$ cat config.mk
export PLATFORM = sky130hd
export DESIGN_NAME = gray_counter_ctrl
export DESIGN_NICKNAME = d
export VERILOG_FILES = /design/src/rtl/gray_counter_ctrl.sv
export SDC_FILE = /design/constraint.sdc
export NUM_CORES = 1
export LEC_CHECK = 0
export BUFFER_PORTS_ARGS = -buffer_cell sky130_fd_sc_hd__buf_2
export CAP_MARGIN = 10
export CORE_ASPECT_RATIO = 0.8
export CORE_MARGIN = 5
export CORE_UTILIZATION = 43
export DETAILED_ROUTE_END_ITERATION = 10
export HOLD_SLACK_MARGIN = 0.03
export PLACE_DENSITY_LB_ADDON = 0.3
export SKIP_LAST_GASP = 1
export SYNTH_ARGS = -nofsm -noshare
export SYNTH_HDL_FRONTEND = slang
export SYNTH_SLANG_ARGS = --single-unit
export TNS_END_PERCENT = 30
$ cat constraint.sdc
create_clock -name clk -period 6.76 [get_ports clk]
set_input_delay 0.338 -clock clk [delete_from_list [all_inputs] [get_ports clk]]
set_output_delay 0.338 -clock clk [all_outputs]
set_load 0.005 [all_outputs]
$ cat src/rtl/gray_counter_ctrl.sv
// Run controller for the 4-bit gray_counter datapath.
// Turns run/clear buttons and a motion mode into step/up_down/clr strobes.
// It paces steps with a prescaler and keeps a binary shadow of the counter position.
module gray_counter_ctrl #(
  parameter int LIMIT = 1,
  parameter int WIDTH = 4
) (
  input  logic             clk,
  input  logic             rst,
  input  logic             btn_run,
  input  logic             btn_clr,
  input  logic [1:0]       mode,
  output logic             step,
  output logic             up_down,
  output logic             clr,
  output logic [WIDTH-1:0] position,
  output logic             running
);

  typedef enum logic [1:0] {S_PAUSE, S_RUN, S_CLR} state_t;

  localparam int              PW      = 16;
  localparam logic [PW-1:0]   PS_LAST = PW'(LIMIT - 1);
  localparam logic [WIDTH-1:0] POS_MAX = '1;
  localparam logic [1:0]      M_UP = 2'b00, M_DOWN = 2'b01, M_BOUNCE = 2'b10, M_SINGLE = 2'b11;

  state_t           state, state_n;
  logic [PW-1:0]    presc, presc_n;
  logic             prev_run, prev_clr;
  logic             run_edge, clr_edge;
  logic             due, step_n, dir_eff;
  logic [WIDTH-1:0] pos_n;

  assign run_edge = btn_run & ~prev_run;
  assign clr_edge = btn_clr & ~prev_clr;
  assign due      = (state == S_RUN) && (presc == PS_LAST);

  // Button history; resets high so a button held through reset is not an edge.
  always_ff @(posedge clk or posedge rst) begin
    if (rst) begin
      prev_run <= 1'b1;
      prev_clr <= 1'b1;
    end else begin
      prev_run <= btn_run;
      prev_clr <= btn_clr;
    end
  end

  // State register together with the prescaler phase.
  always_ff @(posedge clk or posedge rst) begin
    if (rst) begin
      state <= S_PAUSE;
      presc <= '0;
    end else begin
      state <= state_n;
      presc <= presc_n;
    end
  end

  // Next state: clear wins, then run/pause toggling; single-step mode never stays in RUN.
  always_comb begin
    state_n = state;
    if (clr_edge) begin
      state_n = S_CLR;
    end else begin
      case (state)
        S_PAUSE: if (run_edge && mode != M_SINGLE) state_n = S_RUN;
        S_RUN:   if (run_edge || mode == M_SINGLE) state_n = S_PAUSE;
        default: state_n = S_PAUSE;
      endcase
    end
  end

  // Step decision, direction and next position; a run edge suppresses a due step.
  always_comb begin
    step_n = 1'b0;
    if (!clr_edge) begin
      if (state == S_PAUSE)    step_n = run_edge && (mode == M_SINGLE);
      else if (state == S_RUN) step_n = due && !run_edge;
    end

    // Prescaler only advances while staying in RUN; any other path parks it at 0.
    presc_n = (state == S_RUN && state_n == S_RUN && !due) ? presc + 1'b1 : '0;

    case (mode)
      M_UP:     dir_eff = 1'b1;
      M_DOWN:   dir_eff = 1'b0;
      M_BOUNCE: dir_eff = (position == POS_MAX) ? 1'b0 :
                          (position == '0)      ? 1'b1 : up_down;
      default:  dir_eff = 1'b1;
    endcase

    pos_n = position;
    if (clr_edge)    pos_n = '0;
    else if (step_n) pos_n = dir_eff ? position + 1'b1 : position - 1'b1;
  end

  // Registered outputs; up_down doubles as the held bounce direction.
  always_ff @(posedge clk or posedge rst) begin
    if (rst) begin
      step     <= 1'b0;
      up_down  <= 1'b1;
      clr      <= 1'b0;
      position <= '0;
      running  <= 1'b0;
    end else begin
      step     <= step_n;
      clr      <= clr_edge;
      running  <= (state_n == S_RUN);
      position <= pos_n;
      if (clr_edge)    up_down <= 1'b1;
      else if (step_n) up_down <= dir_eff;
    end
  end

endmodule
==> run_results.csv <==
group,metric,value,unit
die,start_util,45.9,%
timing,finalCritPeriodShare,37.7,%
route,drtIter0Drc,41,
global_route,grt_pass1_wl,4.72,mm
power_and_ir_drop,p_seq_share,55.1,%
timing,maxSlewViolCount,0,
clock_network,cts_made_buffers,3,
die,rows,18,
synthesis,yosys.area.top_type_share,43.0,%
synthesis,yosysTopAreaCell,"dfrtp_1",
clock_network,cts_sinks,28,
timing,fin_ws,4210,ps
die,core_area,3180,µm²
route,met1Wirelength,1.37,mm
setup_path,worst_setup_path_start_kind,"flop",
synthesis,ys_ff_latch,28,
timing,final_hold_viol_count,0,
timing,setup_tns,0,ps
global_route,grt_usage,13.4,%
synthesis,seq_area_frac_synth,48.4,%
global_route,grt_pass1_vias,1052,
layout,stdcell_area,1590,µm²
die,fp.dieArea,4660,µm²
synthesis,synthesis.area_per_instance,9.98,µm²
timing,fmax,392,MHz
timing,period_minus_slack,2550,ps
synthesis,synthTopCellsByArea,"dfrtp_1, xor2_1, nor2_1, dfstp_2, xnor2_1",
route,vias,1056,
timing,clock_skew,10.1,ps
setup_path,crit_required,6940,ps
setup_path,cp.arrival,2730,ps
timing,finalSetupViolations,0,
timing,rsz0062_at_grt,"no",
placed_design,port_buffers,13,
placed_design,place_hpwl,1.97,mm
route,ant_nets,0,
setup_path,r2r_slack,4210,ps
layout,fin_nets,169,
die,boundaryPins,14,
clock_network,cts-root-buf,"clkbuf_8",
outcome,status,"completed",
power_and_ir_drop,peakVddDrop,0.000158,V
layout,diodes,0,
power_and_ir_drop,p_clk_share,29.9,%
timing,timing.slew.headroom,29.1,%
job,cap_violations,0,
route,wl_per_cell,14.1,µm
route,via_per_inst,5.33,
placed_design,place_congestion,0.791,
global_route,antenna_found_initial,0,
setup_path,worst-path-max-fanout,9,
clock_network,holdBufCountCts,0,
synthesis,netlist_area,1460,µm²
route,wl_met2,1.28,mm
synthesis,synth_cells,146,
hold_path,hold_path_class,"in -> reg",
timing,worstMarginPinSlew,1060,ps
die,die_y,62.1,µm
route,wl_met3,96,µm
setup_path,endpoint_kind,"flop",
power_and_ir_drop,power.density,218,nW/µm²
placed_design,dpl_cell_area,1530,µm²
power_and_ir_drop,p_leak,0.691,nW
global_route,grt_max_degree,29,
synthesis,synth_warnings,0,
global_route,gr-total-overflow,0,
synthesis,ys.flop_type,"dfrtp_1",
synthesis,synth.net_count,156,
clock_network,ctsLongestPathBuffers,2,
clock_network,cts_setup_buffers,0,
clock_network,h-tree-depth,1,
power_and_ir_drop,pwr-share-comb,15.0,%
clock_network,tritoncts,"done",
route,wl,2.78,mm
power_and_ir_drop,p_sw,0.0933,mW
setup_path,reg2reg_depth,10,
route,top_layer,"met4",
layout,syn_to_final_growth,8.93,%
synthesis,ys_types,34,
synthesis,async_flop_share,100,%
hold_path,min_path_cells,1,
layout,layout-drive-gt1-share,15.8,%
power_and_ir_drop,sw_frac_of_total,27.0,%
clock_network,clock_latency,280,ps
layout,utilization,50.0,%
clock_network,cts_resized,0,
route,route.detailed.drc,0,
power_and_ir_drop,p_int,0.252,mW
synthesis,synth_edf_count,0,
die,dieWidth,75.1,µm
route,dr.pass1.iters,4,
clock_network,clkTransAtPathRegs,100,ps
setup_path,crit_type,"reg -> reg",
placed_design,place_ws,4200,ps
metrics by stage:
stage | power [mW] | std cells | hold WS, ps
floorplan | 0.229 | 146 | 342
global placement | 0.241 | 194 | 455
CTS | 0.348 | 198 | 156
global route | 0.362 | 198 | 152
detailed placement | 0.245 | 194 | 459
finish | 0.345 | 198 | 160
cells in the mapped netlist, types with 3 or more instances:
cell and number:
a21oi_1 4, dfrtp_1 25, dfstp_2 3, ha_1 4
inv_1 7, mux2i_1 3, nand2_1 7, nand2b_1 3
nand3_1 9, nand4_1 6, nor2_1 25, nor2b_1 4
nor4_1 4, xnor2_1 8, xor2_1 12
power by group through the flow:
stage	Clock, mW	Combinational, mW	Sequential [mW]
final	0.103	0.0519	0.190
after floorplan	0	0.0404	0.188
after CTS	0.106	0.0525	0.190
after detailed placement	0	0.0524	0.193
after global placement	0	0.0498	0.191
after global routing	0.112	0.0584	0.192
area by class of cell:
cell class | count | area, µm²
Tap cell | 40 | 50.0
Multi-Input combinational cell | 106 | 686
Timing Repair Buffer | 13 | 65.1
Inverter | 7 | 26.3
Clock buffer | 4 | 55.1
Sequential cell | 28 | 704
Fill cell | 306 | 1590
kinds of logic (layout without fill, tap and decap cells):
logic type                 count (synthesis)  in the layout  share of synthesized area (%)
and+or+nand+nor                           68             68                           23.6
DFF                                       28             28                           48.4
xor gates and xnor gates                  20             20                           12.0
buffers and inverters                     12             24                           4.55
AOI/OAI and AO/OA                         11             11                           5.93
adders and majority gates                  4              4                           3.44
muxes                                      3              3                           2.06
metal layers:
metal	up-vias	track usage, %
li1	517	-
met1	516	17.6
met2	19	21.7
met3	4	3.54
met4	0	4.57
met5	-	0
flip-flops by register name, summed over array words and instances (netlist names):
name      flops
running       1
step          1
state         2
position      4
prev_run      1
clr           1
presc        16
prev_clr      1
up_down       1
placed cells by master (no fill, tap or decap), types with 6 or more instances in the layout:
cell     netlist  final
dfrtp_1       25     25
nand3_1        9      9
nand2_1        7      7
nor2_1        25     25
buf_2          2     13
inv_1          7      7
xor2_1        12     12
xnor2_1        8      8
nand4_1        6      6
worst max-delay path, stage by stage, from the launching register on:
cell,delay (ps)
dfrtp_1,500
nor3_2,300
o2111ai_2,180
nand2_1,160
inv_1,60
ha_1,320
a31o_2,270
a31oi_2,190
xor2_1,160
a21oi_1,80
a311oi_1,240
worst paths after layout:
path,start,endpoint
min in group asynchronous,rst,presc[1]
min reg2reg,prev_clr,state[1]
max in group asynchronous,rst,presc[2]
max reg2reg,position[1],position[3]
max,position[1],position[3]
min,btn_run,prev_run
No activity file was read; power rests on OpenSTA's default activity.
